==> config.mk <==
export PLATFORM = sky130hd
export DESIGN_NAME = dff_bank_arbiter
export DESIGN_NICKNAME = d
export VERILOG_FILES = /design/src/rtl/dff_bank_arbiter.sv
export SDC_FILE = /design/constraint.sdc
export NUM_CORES = 1
export LEC_CHECK = 0
export ABC_AREA = 1
export CAP_MARGIN = 30
export CORE_ASPECT_RATIO = 0.75
export CORE_MARGIN = 1
export CORE_UTILIZATION = 40
export CTS_CLUSTER_SIZE = 8
export DETAILED_ROUTE_END_ITERATION = 12
export PLACE_DENSITY = 0.74
export SLEW_MARGIN = 20
export SYNTH_ARGS = -nofsm -noshare
export SYNTH_HDL_FRONTEND = slang
export SYNTH_SLANG_ARGS = --single-unit
==> constraint.sdc <==
create_clock -name clk -period 2 [get_ports clk]
set_clock_uncertainty 0.15 [all_clocks]
set_input_delay 0.6 -clock clk [delete_from_list [all_inputs] [get_ports clk]]
set_output_delay 0.6 -clock clk [all_outputs]
set_load 0.05 [all_outputs]
==> src/rtl/dff_bank_arbiter.sv <==
// Round-robin arbiter and access sequencer sharing one external DFF register bank
// between NREQ requesters. Each transaction runs IDLE -> XFER -> DONE: the winner's
// request is captured in IDLE, the bank is accessed in XFER, and ack/rdata/err are
// presented in DONE.
// Optional feature: define ARB_LOCK_EN to let a locked winner chain transactions
// DONE -> XFER without re-arbitrating. When it is undefined, the lock input is ignored.
module dff_bank_arbiter #(
  parameter int unsigned NREQ  = 4,
  parameter int unsigned WIDTH = 8,
  parameter int unsigned DEPTH = 8,
  localparam int unsigned ADDR_W = (DEPTH > 1) ? $clog2(DEPTH) : 1
) (
  input  logic                     clk,
  input  logic                     rst,
  input  logic [NREQ-1:0]          req,
  input  logic [NREQ-1:0]          wr,
  input  logic [NREQ*ADDR_W-1:0]   addr,
  input  logic [NREQ*WIDTH-1:0]    wdata,
  input  logic [NREQ-1:0]          lock,
  output logic [NREQ-1:0]          gnt,
  output logic [NREQ-1:0]          ack,
  output logic [WIDTH-1:0]         rdata,
  output logic                     err,
  output logic                     bank_we,
  output logic [ADDR_W-1:0]        bank_addr,
  output logic [WIDTH-1:0]         bank_wdata,
  input  logic [WIDTH-1:0]         bank_rdata
);

  localparam int unsigned IDX_W = (NREQ > 1) ? $clog2(NREQ) : 1;

  typedef enum logic [1:0] {StIdle, StXfer, StDone} state_e;

  state_e               state_q, state_d;
  logic [IDX_W-1:0]     ptr_q, ptr_d;
  logic [IDX_W-1:0]     win_q, win_d;
  logic                 wr_q, wr_d;
  logic [NREQ-1:0]      gnt_q, gnt_d;
  logic [NREQ-1:0]      ack_q, ack_d;
  logic [WIDTH-1:0]     rdata_q, rdata_d;
  logic                 err_q, err_d;
  logic                 bank_we_q, bank_we_d;
  logic [ADDR_W-1:0]    bank_addr_q, bank_addr_d;
  logic [WIDTH-1:0]     bank_wdata_q, bank_wdata_d;

  logic                 sel_found;
  logic [IDX_W-1:0]     sel_idx;
  logic [31:0]          cand;
  logic [IDX_W-1:0]     src_idx;
  logic                 src_wr;
  logic [ADDR_W-1:0]    src_addr;
  logic [WIDTH-1:0]     src_wdata;
  logic                 go_idle;

`ifndef ARB_LOCK_EN
  logic unused_lock;
  assign unused_lock = ^lock;
`endif

  // Only non-power-of-two depths can produce an out-of-range address.
  function automatic logic in_range(input logic [ADDR_W-1:0] a);
    return {{(32-ADDR_W){1'b0}}, a} < DEPTH;
  endfunction

  // Round-robin pick: first requesting index at or above ptr, wrapping modulo NREQ.
  always_comb begin
    sel_found = 1'b0;
    sel_idx   = '0;
    cand      = '0;
    for (int unsigned i = 0; i < NREQ; i++) begin
      cand = {{(32-IDX_W){1'b0}}, ptr_q} + i;
      if (cand >= NREQ) cand = cand - NREQ;
      if (!sel_found && req[cand[IDX_W-1:0]]) begin
        sel_found = 1'b1;
        sel_idx   = cand[IDX_W-1:0];
      end
    end
  end

  // Request fields of the requester being captured: the new winner in IDLE,
  // the locked winner in DONE.
  always_comb begin
    src_idx   = (state_q == StDone) ? win_q : sel_idx;
    src_wr    = wr[src_idx];
    src_addr  = addr[src_idx*ADDR_W +: ADDR_W];
    src_wdata = wdata[src_idx*WIDTH +: WIDTH];
  end

  // Next-state and registered-output logic.
  always_comb begin
    state_d      = state_q;
    ptr_d        = ptr_q;
    win_d        = win_q;
    wr_d         = wr_q;
    gnt_d        = gnt_q;
    ack_d        = '0;
    rdata_d      = rdata_q;
    err_d        = err_q;
    bank_we_d    = bank_we_q;
    bank_addr_d  = bank_addr_q;
    bank_wdata_d = bank_wdata_q;
    go_idle      = 1'b0;

    unique case (state_q)
      StIdle: begin
        if (sel_found) begin
          win_d          = sel_idx;
          wr_d           = src_wr;
          gnt_d          = '0;
          gnt_d[sel_idx] = 1'b1;
          bank_addr_d    = src_addr;
          bank_wdata_d   = src_wdata;
          bank_we_d      = src_wr && in_range(src_addr);
          state_d        = StXfer;
        end else begin
          gnt_d        = '0;
          rdata_d      = '0;
          err_d        = 1'b0;
          bank_we_d    = 1'b0;
          bank_addr_d  = '0;
          bank_wdata_d = '0;
        end
      end
      StXfer: begin
        bank_we_d = 1'b0;
        rdata_d   = (!wr_q && in_range(bank_addr_q)) ? bank_rdata : '0;
        err_d     = !in_range(bank_addr_q);
        ack_d     = gnt_q;
        state_d   = StDone;
      end
      StDone: begin
`ifdef ARB_LOCK_EN
        if (lock[win_q] && req[win_q]) begin
          // Locked winner: re-capture its request, keep gnt and ptr.
          wr_d         = src_wr;
          bank_addr_d  = src_addr;
          bank_wdata_d = src_wdata;
          bank_we_d    = src_wr && in_range(src_addr);
          rdata_d      = '0;
          err_d        = 1'b0;
          state_d      = StXfer;
        end else begin
          go_idle = 1'b1;
        end
`else
        go_idle = 1'b1;
`endif
        if (go_idle) begin
          ptr_d        = (win_q == IDX_W'(NREQ - 1)) ? '0 : win_q + 1'b1;
          gnt_d        = '0;
          rdata_d      = '0;
          err_d        = 1'b0;
          bank_we_d    = 1'b0;
          bank_addr_d  = '0;
          bank_wdata_d = '0;
          state_d      = StIdle;
        end
      end
      default: begin
        state_d = StIdle;
      end
    endcase
  end

  // State register with synchronous active-high reset.
  always_ff @(posedge clk) begin
    if (rst) begin
      state_q      <= StIdle;
      ptr_q        <= '0;
      win_q        <= '0;
      wr_q         <= 1'b0;
      gnt_q        <= '0;
      ack_q        <= '0;
      rdata_q      <= '0;
      err_q        <= 1'b0;
      bank_we_q    <= 1'b0;
      bank_addr_q  <= '0;
      bank_wdata_q <= '0;
    end else begin
      state_q      <= state_d;
      ptr_q        <= ptr_d;
      win_q        <= win_d;
      wr_q         <= wr_d;
      gnt_q        <= gnt_d;
      ack_q        <= ack_d;
      rdata_q      <= rdata_d;
      err_q        <= err_d;
      bank_we_q    <= bank_we_d;
      bank_addr_q  <= bank_addr_d;
      bank_wdata_q <= bank_wdata_d;
    end
  end

  assign gnt        = gnt_q;
  assign ack        = ack_q;
  assign rdata      = rdata_q;
  assign err        = err_q;
  assign bank_we    = bank_we_q;
  assign bank_addr  = bank_addr_q;
  assign bank_wdata = bank_wdata_q;

endmodule

==> results of run 1 <==
[metal layers]
layer | vias up | share of wire
li1 | 1383 | -
met1 | 1211 | 0.48
met2 | 101 | 0.46
met3 | 8 | 0.053
met4 | 0 | 0.011
met5 | - | 0
[critical path: cells and delay by family (launching register included)]
family | cells | cell delay [ps]
DFF | 1 | 380
AOI/OAI and AO/OA | 1 | 110
and+or+nand+nor | 12 | 1120
buffers and inverters | 2 | 290
[state kept, by name, indices dropped and copies added (netlist names)]
name / flops
win_q: 2
ptr_q: 2
state_q: 2
gnt: 4
wr_q: 1
bank_addr: 3
rdata: 8
bank_we: 1
bank_wdata: 8
ack: 4
[layout make-up]
type | count | area, um^2
fill | 482 | 1890
multi-input combinational | 247 | 1560
timing repair buffer | 123 | 1180
sequential | 35 | 706
inverter | 73 | 298
tap | 78 | 97.6
clock buffer | 5 | 68.8
clock inverter | 3 | 43.8
timing repair inverter | 1 | 5.00
[stage by stage]
stage	power (mW)	area [um^2]
final	5.04	3960
after global routing	5.36	3960
after detailed placement	3.93	3610
after global placement	3.89	3610
after floorplan	3.07	2510
after CTS	4.83	3860
[logic make-up after synthesis]
logic type                 Yosys count
and+or+nand+nor                    203
buffers and inverters               89
AOI/OAI and AO/OA                   37
DFF                                 35
adders and majority gates            6
other                                1
[cells in the final DEF (no fill, tap or decap), types with 2 or more instances in the layout]
master            n
a21oi_1          14
clkinv_2          3
buf_12            6
clkdlybuf4s50_1  57
inv_6             2
nand2_1          82
nand3_2          24
nand2_2          17
nand3_4           4
nand2_8           2
nor2_2            2
a22oi_1           2
buf_6             7
ha_1              6
a21oi_2          12
buf_2             4
clkbuf_8          5
inv_2             6
inv_4             3
clkinv_4          2
nor2_1           13
dfxtp_1          33
nand3_1          38
nand2_4          14
buf_4            47
nand4_1           2
o21ai_0           4
inv_1            60
[worst min-delay path by stage]
stage	from	end	slack, ps	cells past startpoint
after floorplan	win_q[0]$_SDFFE_PP0N_	win_q[0]$_SDFFE_PP0N_	380	2
after global placement	rdata[1]$_SDFFE_PP0P_	rdata[1]$_SDFFE_PP0P_	300	2
after detailed placement	rdata[6]$_SDFFE_PP0P_	rdata[6]$_SDFFE_PP0P_	310	2
after CTS	rdata[6]$_SDFFE_PP0P_	rdata[6]$_SDFFE_PP0P_	320	2
after global routing	rdata[6]$_SDFFE_PP0P_	rdata[6]$_SDFFE_PP0P_	340	2
final	rdata[6]$_SDFFE_PP0P_	rdata[6]$_SDFFE_PP0P_	310	2
[report_power, final]
part           total [mW]  switching, mW  internal (mW)
clock network       0.649          0.277          0.371
logic                3.37           2.06           1.31
registers            1.02          0.142          0.880
[what timing repair did]
action | in CTS | in global routing
gates resized for setup | 51 | 22
buffers inserted | 2 | 1
cloned | 2 | 1
endpoints found under the setup margin | 28 | 26
endpoints found under the hold margin | 0 | 0
pin swaps | 32 | 4
==> summary.md, run 1 <==
| Metric | Value |
|---|---|
| Outcome | finished, violations left |
| Failing checks | setup timing |
| Most frequent cells after synthesis | nand2_1 (103), inv_1 (69), nand3_1 (51), dfxtp_1 (35) |
| Drt total wl | 7310 um |
| Synth cell types | 34 |
| DRT antenna net count | 0 |
| H-tree depth | 2 |
| Tightest Hold Check Type | reg -> reg |
| Compound-cell area share of the yosys netlist | 0.0995 |
| Top cells by area, synth | dfxtp_1 (29%), nand2_1 (16%), inv_1 (11%) |
| TritonCTS clock tree | done |
| CTS Buffer Depth | 2 |
| Fin nets | 558 |
| Core area | 0.00586 mm^2 |
| Area Overhead vs Synth | 62.5% |
| Final hold slack | 313 ps |
| Crit path capture | bank_addr[2]$_SDFFE_PP0P_ |
| Die width | 92.2 um |
| Vias in the first global route | 2487 |
| Antenna violations before repair | 0 |
| Reg2reg setup slack | -120 ps |
| Post-synthesis sequential area ratio | 0.287 |
| Crit Path Max Fanout | 8 |
| Post-layout minimum cycle time | 2120 ps |
| Lkg Pwr | 1.95 nW |
| Placed cells | 551 |
| Die area | 0.00642 mm^2 |
| Ys flop type | dfxtp_1 |
| Synth Warn # | 0 |
| CTS Hold Buffers Added | 0 |
| DR DRC count | 0 |
| Worst slack, placed | -818 ps |
| Final TNS setup | -1550 ps |
| CP required | 2080 ps |
| Crit share post-route | 1.06 |
| Post-synthesis mux area share | 0 |
| Post-synthesis adder-cell area fraction | 0.0308 |
| Post-Synth XOR/XNOR Area | 0 |
| Post-synth top area cell | dfxtp_1 |
| # setup viols final | 21 |
| Cell Rows | 24 |
| Number of synthesized register bits | 35 |
| Slew @ Worst Pin | 662 ps |
| Die Ht | 69.6 um |
| Post-Syn Nets | 443 |
| Final Util | 0.677 |
| Worst-Skew Late Latency | 290 ps |
| GR peak layer | met2 |
| Vias | 2703 |
| FF-to-FF End | bank_addr[2]$_SDFFE_PP0P_ |
| Synth Instances | 371 |
| Largest family of logic cells by synthesized area | simple AND/OR/NAND/NOR gates |
| Post-Syn Area per Cell | 6.58 um^2 |
| DR iter-0 viols | 208 |
| IO buf count | 89 |
| M1 GR Usage | 0.323 |
| Asr flop ratio synth | 0 |
| Reg2reg start | ptr_q[0]$_SDFFE_PP0P_ |
| Pin count of the biggest net entering global routing | 25 |
| Max Cap Violations | 0 |
| Io pins | 95 |
| Slowest Stage Delay on Critical Path | 380 ps |
| Final hold vios | 0 |
| VDD IR max | 0.667 mV |
| RSZ-0062 raised after global routing | yes |
| Root Buffer | clkbuf_8 |
| Clock-pin slew on the worst setup and hold paths | 80 ps |
| CP Cell Sequence | buf_12 > nand2_4 > nand2_4 > nand2_4 > nand2_4 > nor2_8 > nand4_1 > nand2_2 > nand2_2 > nand2_4 > buf_6 > nand3_1 > nand2_1 > nand2_1 > a21oi_2 |
| Non-filler instance count after layout | 565 |
| Dpl hpwl | 5430 um |
| WP data arrival | 2200 ps |
| Synth Area in Simple Gates | 0.421 |
| CP max stage cell | dfxtp_4 |
| Max-slew violations | 0 |
| Synth Cell Area | 0.00244 mm^2 |
| Fraction of layout instances using a drive strength above 1 | 0.347 |
| Setup crit end kind | register |
| Wire per inst | 12.9 um |
| GPL Wtd Cong | 0.903 |
| First-pass detailed-route iteration total | 5 |
| Overall Global Routing Usage | 0.224 |
| Critical setup path kind | reg -> reg |
| CP Launch Point | ptr_q[0]$_SDFFE_PP0P_ |
| Crit path launch type | register |
| Area share of the largest cell type after synthesis | 0.287 |
| Reg2reg path depth | 15 |
| First-pass GRT wire length | 11500 um |
| Global routing usage on met2 | 0.353 |
| Fmax | 471 MHz |
| Pwr/cell area | 1270 mW/mm^2 |
| Met3 Usage GRT | 0.0252 |
| Ant diodes | 0 |
| CTS Buf Count | 5 |
| EDFF count, synth | 0 |
| Max-Slew Margin vs Limit | 0.557 |
| Grt total ovfl | 0 |
| Sink Count | 35 |
| Cell with the most instances on the worst path | nand2_4 |
| Most common cell in the synthesized netlist | nand2_1 |
| Setup ws final | -123 ps |
| Initial Util | 0.417 |
| DR vias/cell | 4.78 |
Note: power is estimated with default switching activity, not from simulation.
==> run 2: changes to the inputs <==
Settings changed: TNS_END_PERCENT set to 5.
==> run 2 against run 1 <==
The run still ends with setup timing left. Via count up 5.6%. Final cell count up 0.53%. Sequential cell count unchanged. Setup slack worse by 110 ps. First-iteration DRC count down 25%. Die area unchanged. Clock power down 0.9%. Global-route usage up 2.5 points. Highest routed layer unchanged.
==> summary.md, run 2 (synthesis results as in run 1) <==
| Metric | Value |
|---|---|
| Outcome | finished, violations left |
| Failing checks | setup timing |
| Slew @ Worst Pin | 559 ps (-102 ps) |
| Total power | 5.60 mW (+11%) |
| CP max stage cell | dfxtp_4 |
| CP Cell Sequence | buf_8 > nand2_4 > nand2_8 > nand2_4 > nand2_4 > nor2_8 > nand3_4 > nand2_4 > nand3_4 > buf_12 > buf_16 > nand3_2 > nand3_2 > nand2_2 > nand2_1 > a21oi_2 |
| Grt total ovfl | 0 (unchanged) |
| Fmax | 449 MHz (-4.7%) |
| Non-filler instance count after layout | 568 (+0.53%) |
| Max-slew violations | 0 (unchanged) |
| Die Ht | 69.6 um (unchanged) |
| Clock-pin slew on the worst setup and hold paths | 80 ps (about the same) |
| Die area | 0.00642 mm^2 (unchanged) |
| CTS Buffer Depth | 2 (unchanged) |
| Vias | 2855 (+5.6%) |
| DP Area | 0.00356 mm^2 (-1.4%) |
| Pwr/cell area | 1350 mW/mm^2 (+5.9%) |
| Critical setup path kind | reg -> reg |
| Max-Slew Margin vs Limit | 0.626 (+0.0685) |
| Root Buffer | clkbuf_8 |
| Clock power frac | 0.115 (-0.014) |
| Most frequent cells in the layout | nand2_1 (76), inv_1 (61), clkdlybuf4s50_1 (57) |
| Reg2reg setup slack | -230 ps (-110 ps) |
| Max Cap Violations | 0 (unchanged) |
| Crit path capture | bank_addr[1]$_SDFFE_PP0P_ |
| Reg2reg start | ptr_q[0]$_SDFFE_PP0P_ |
| Net Sw Power | 2.73 mW (+10%) |
| Drt total wl | 8380 um (+15%) |
| First-pass GRT wire length | 12900 um (+12%) |
| Overall Global Routing Usage | 0.249 (+0.0254) |
| Fraction of layout instances using a drive strength above 1 | 0.386 (+0.0387) |
| Fin nets | 561 (+0.54%) |
| CP delay by family, top | simple AND/OR/NAND/NOR gates |
| Worst hold stages | 2 (unchanged) |
| Placed cells | 548 (-0.54%) |
| Cell with the most instances on the worst path | nand2_4 |
| DR vias/cell | 5.03 (+5.1%) |
| Final hold slack | 324 ps (+10.8 ps) |
| Switch share | 0.487 (-0.00476) |
| VDD IR max | 0.622 mV (-6.7%) |
| Antenna violations before repair | 0 (unchanged) |
| Slowest Stage Delay on Critical Path | 370 ps (about the same) |
| Final hold vios | 0 (unchanged) |
| DRT antenna net count | 0 (unchanged) |
| Initial Util | 0.417 (unchanged) |
| Io pins | 95 (unchanged) |
| Lkg Pwr | 2.02 nW (+3.3%) |
| GPL Wtd Cong | 0.870 (-3.7%) |
| Die width | 92.2 um (unchanged) |
| Post-layout minimum cycle time | 2230 ps (+105 ps) |
| DR iter-0 viols | 157 (-25%) |
| Ant diodes | 0 (unchanged) |
| Sink Count | 35 (unchanged) |
| CP required | 2090 ps (about the same) |
| WP buf/inv | 3 (+1) |
| DR DRC count | 0 (unchanged) |
| Crit share post-route | 1.11 (+0.0527) |
| Crit Path Max Fanout | 8 (unchanged) |
| Setup crit end kind | register |
| Final Cell Area | 0.00416 mm^2 (+4.9%) |
| FF-to-FF End | bank_addr[1]$_SDFFE_PP0P_ |
| First-pass detailed-route iteration total | 6 (+1) |
| Worst slack, placed | -716 ps (+102 ps) |
| # setup viols final | 26 (+24%) |
| Wire per inst | 14.8 um (+14%) |
| CP Launch Point | ptr_q[0]$_SDFFE_PP0P_ |
| Tightest Hold Check Type | reg -> reg |
| CP Depth | 16 (+1) |
| Seq pwr share | 0.182 (-0.021) |
| Crit path launch type | register |
| Int Pwr | 2.87 mW (+12%) |
| WP data arrival | 2320 ps (+120 ps) |
| RSZ-0062 raised after global routing | yes |
| IO buf count | 89 (unchanged) |
| Pin count of the biggest net entering global routing | 18 (-28%) |
| Area Overhead vs Synth | 70.4% |
| TritonCTS clock tree | done |
| Cell Rows | 24 (unchanged) |
| Dpl hpwl | 5290 um (-2.6%) |
| H-tree depth | 2 (unchanged) |
| Gate power share | 0.703 (+0.034) |
| CTS Buf Count | 5 (unchanged) |
| Reg2reg path depth | 16 (+1) |
| Most common cell after layout, fill and taps aside | nand2_1 |
| Setup ws final | -228 ps (-105 ps) |
| Worst-Skew Late Latency | 290 ps (about the same) |
| Vias in the first global route | 2722 (+9.4%) |
| Core area | 0.00586 mm^2 (unchanged) |
==> run 2: cell types whose count changed in the layout (fill, tap and decap cells not counted), sizes merged <==
cell,delta
nand2,+1
clkinv,-1
buf,+4
clkbuf,-1
==> run 2: how the worst min path moves through the flow <==
stage / start / endpoint
2_1_floorplan: win_q[0]$_SDFFE_PP0N_ / win_q[0]$_SDFFE_PP0N_
3_3_place_gp: rdata[7]$_SDFFE_PP0P_ / rdata[7]$_SDFFE_PP0P_
3_5_place_dp: rdata[1]$_SDFFE_PP0P_ / rdata[1]$_SDFFE_PP0P_
4_1_cts: rdata[1]$_SDFFE_PP0P_ / rdata[1]$_SDFFE_PP0P_
5_1_grt: rdata[4]$_SDFFE_PP0P_ / rdata[4]$_SDFFE_PP0P_
6_report: rdata[4]$_SDFFE_PP0P_ / rdata[4]$_SDFFE_PP0P_
==> run 2: power groups by stage <==
| stage | logic [mW] | registers (mW) | clock network [mW] |
|---|---|---|---|
| 2_1_floorplan | 1.57 | 1.47 | 0 |
| 3_3_place_gp | 2.89 | 1.02 | 0 |
| 3_5_place_dp | 2.94 | 1.02 | 0 |
| 4_1_cts | 3.67 | 1.01 | 0.652 |
| 5_1_grt | 4.17 | 1.04 | 0.680 |
| 6_report | 3.93 | 1.02 | 0.643 |
==> run 2: stage by stage <==
stage                     setup TNS [ps]   util
after floorplan                     -376      -
after global placement            -15600  0.607
final                              -3490  0.710
after detailed placement          -16930  0.607
after CTS                          -2200  0.687
after global routing               -6450  0.710
==> run 2: area by class of cell <==
type | instances | area [um^2]
flip-flops and latches | 35 | 706
well taps | 78 | 97.6
inverters | 73 | 283
clock buffers | 5 | 68.8
multi-input cells | 248 | 1670
repair buffers | 126 | 1290
fillers | 415 | 1700
clock inverters | 3 | 43.8
==> run 2: routing by layer <==
metal	vias up	global-route usage	wire length, um
met5	-	0	0
met4	0	0.0764	226
met3	25	0.0384	456
met2	112	0.396	3940
met1	1325	0.348	3760
li1	1393	-	-
==> run 2: what timing repair did <==
item | 4_1_cts | 5_1_grt
setup buffers | 5 | 3
hold buffers | 0 | 0
pin swaps | 35 | 21
gates resized for setup | 72 | 31
endpoints found under the setup margin | 27 | 26
cloned | 5 | 0
==> run 2: tightest hold or removal path: stages, from the launching register on <==
cell	delay, ps
dfxtp_1	310
nand2_1	60
a21oi_1	60
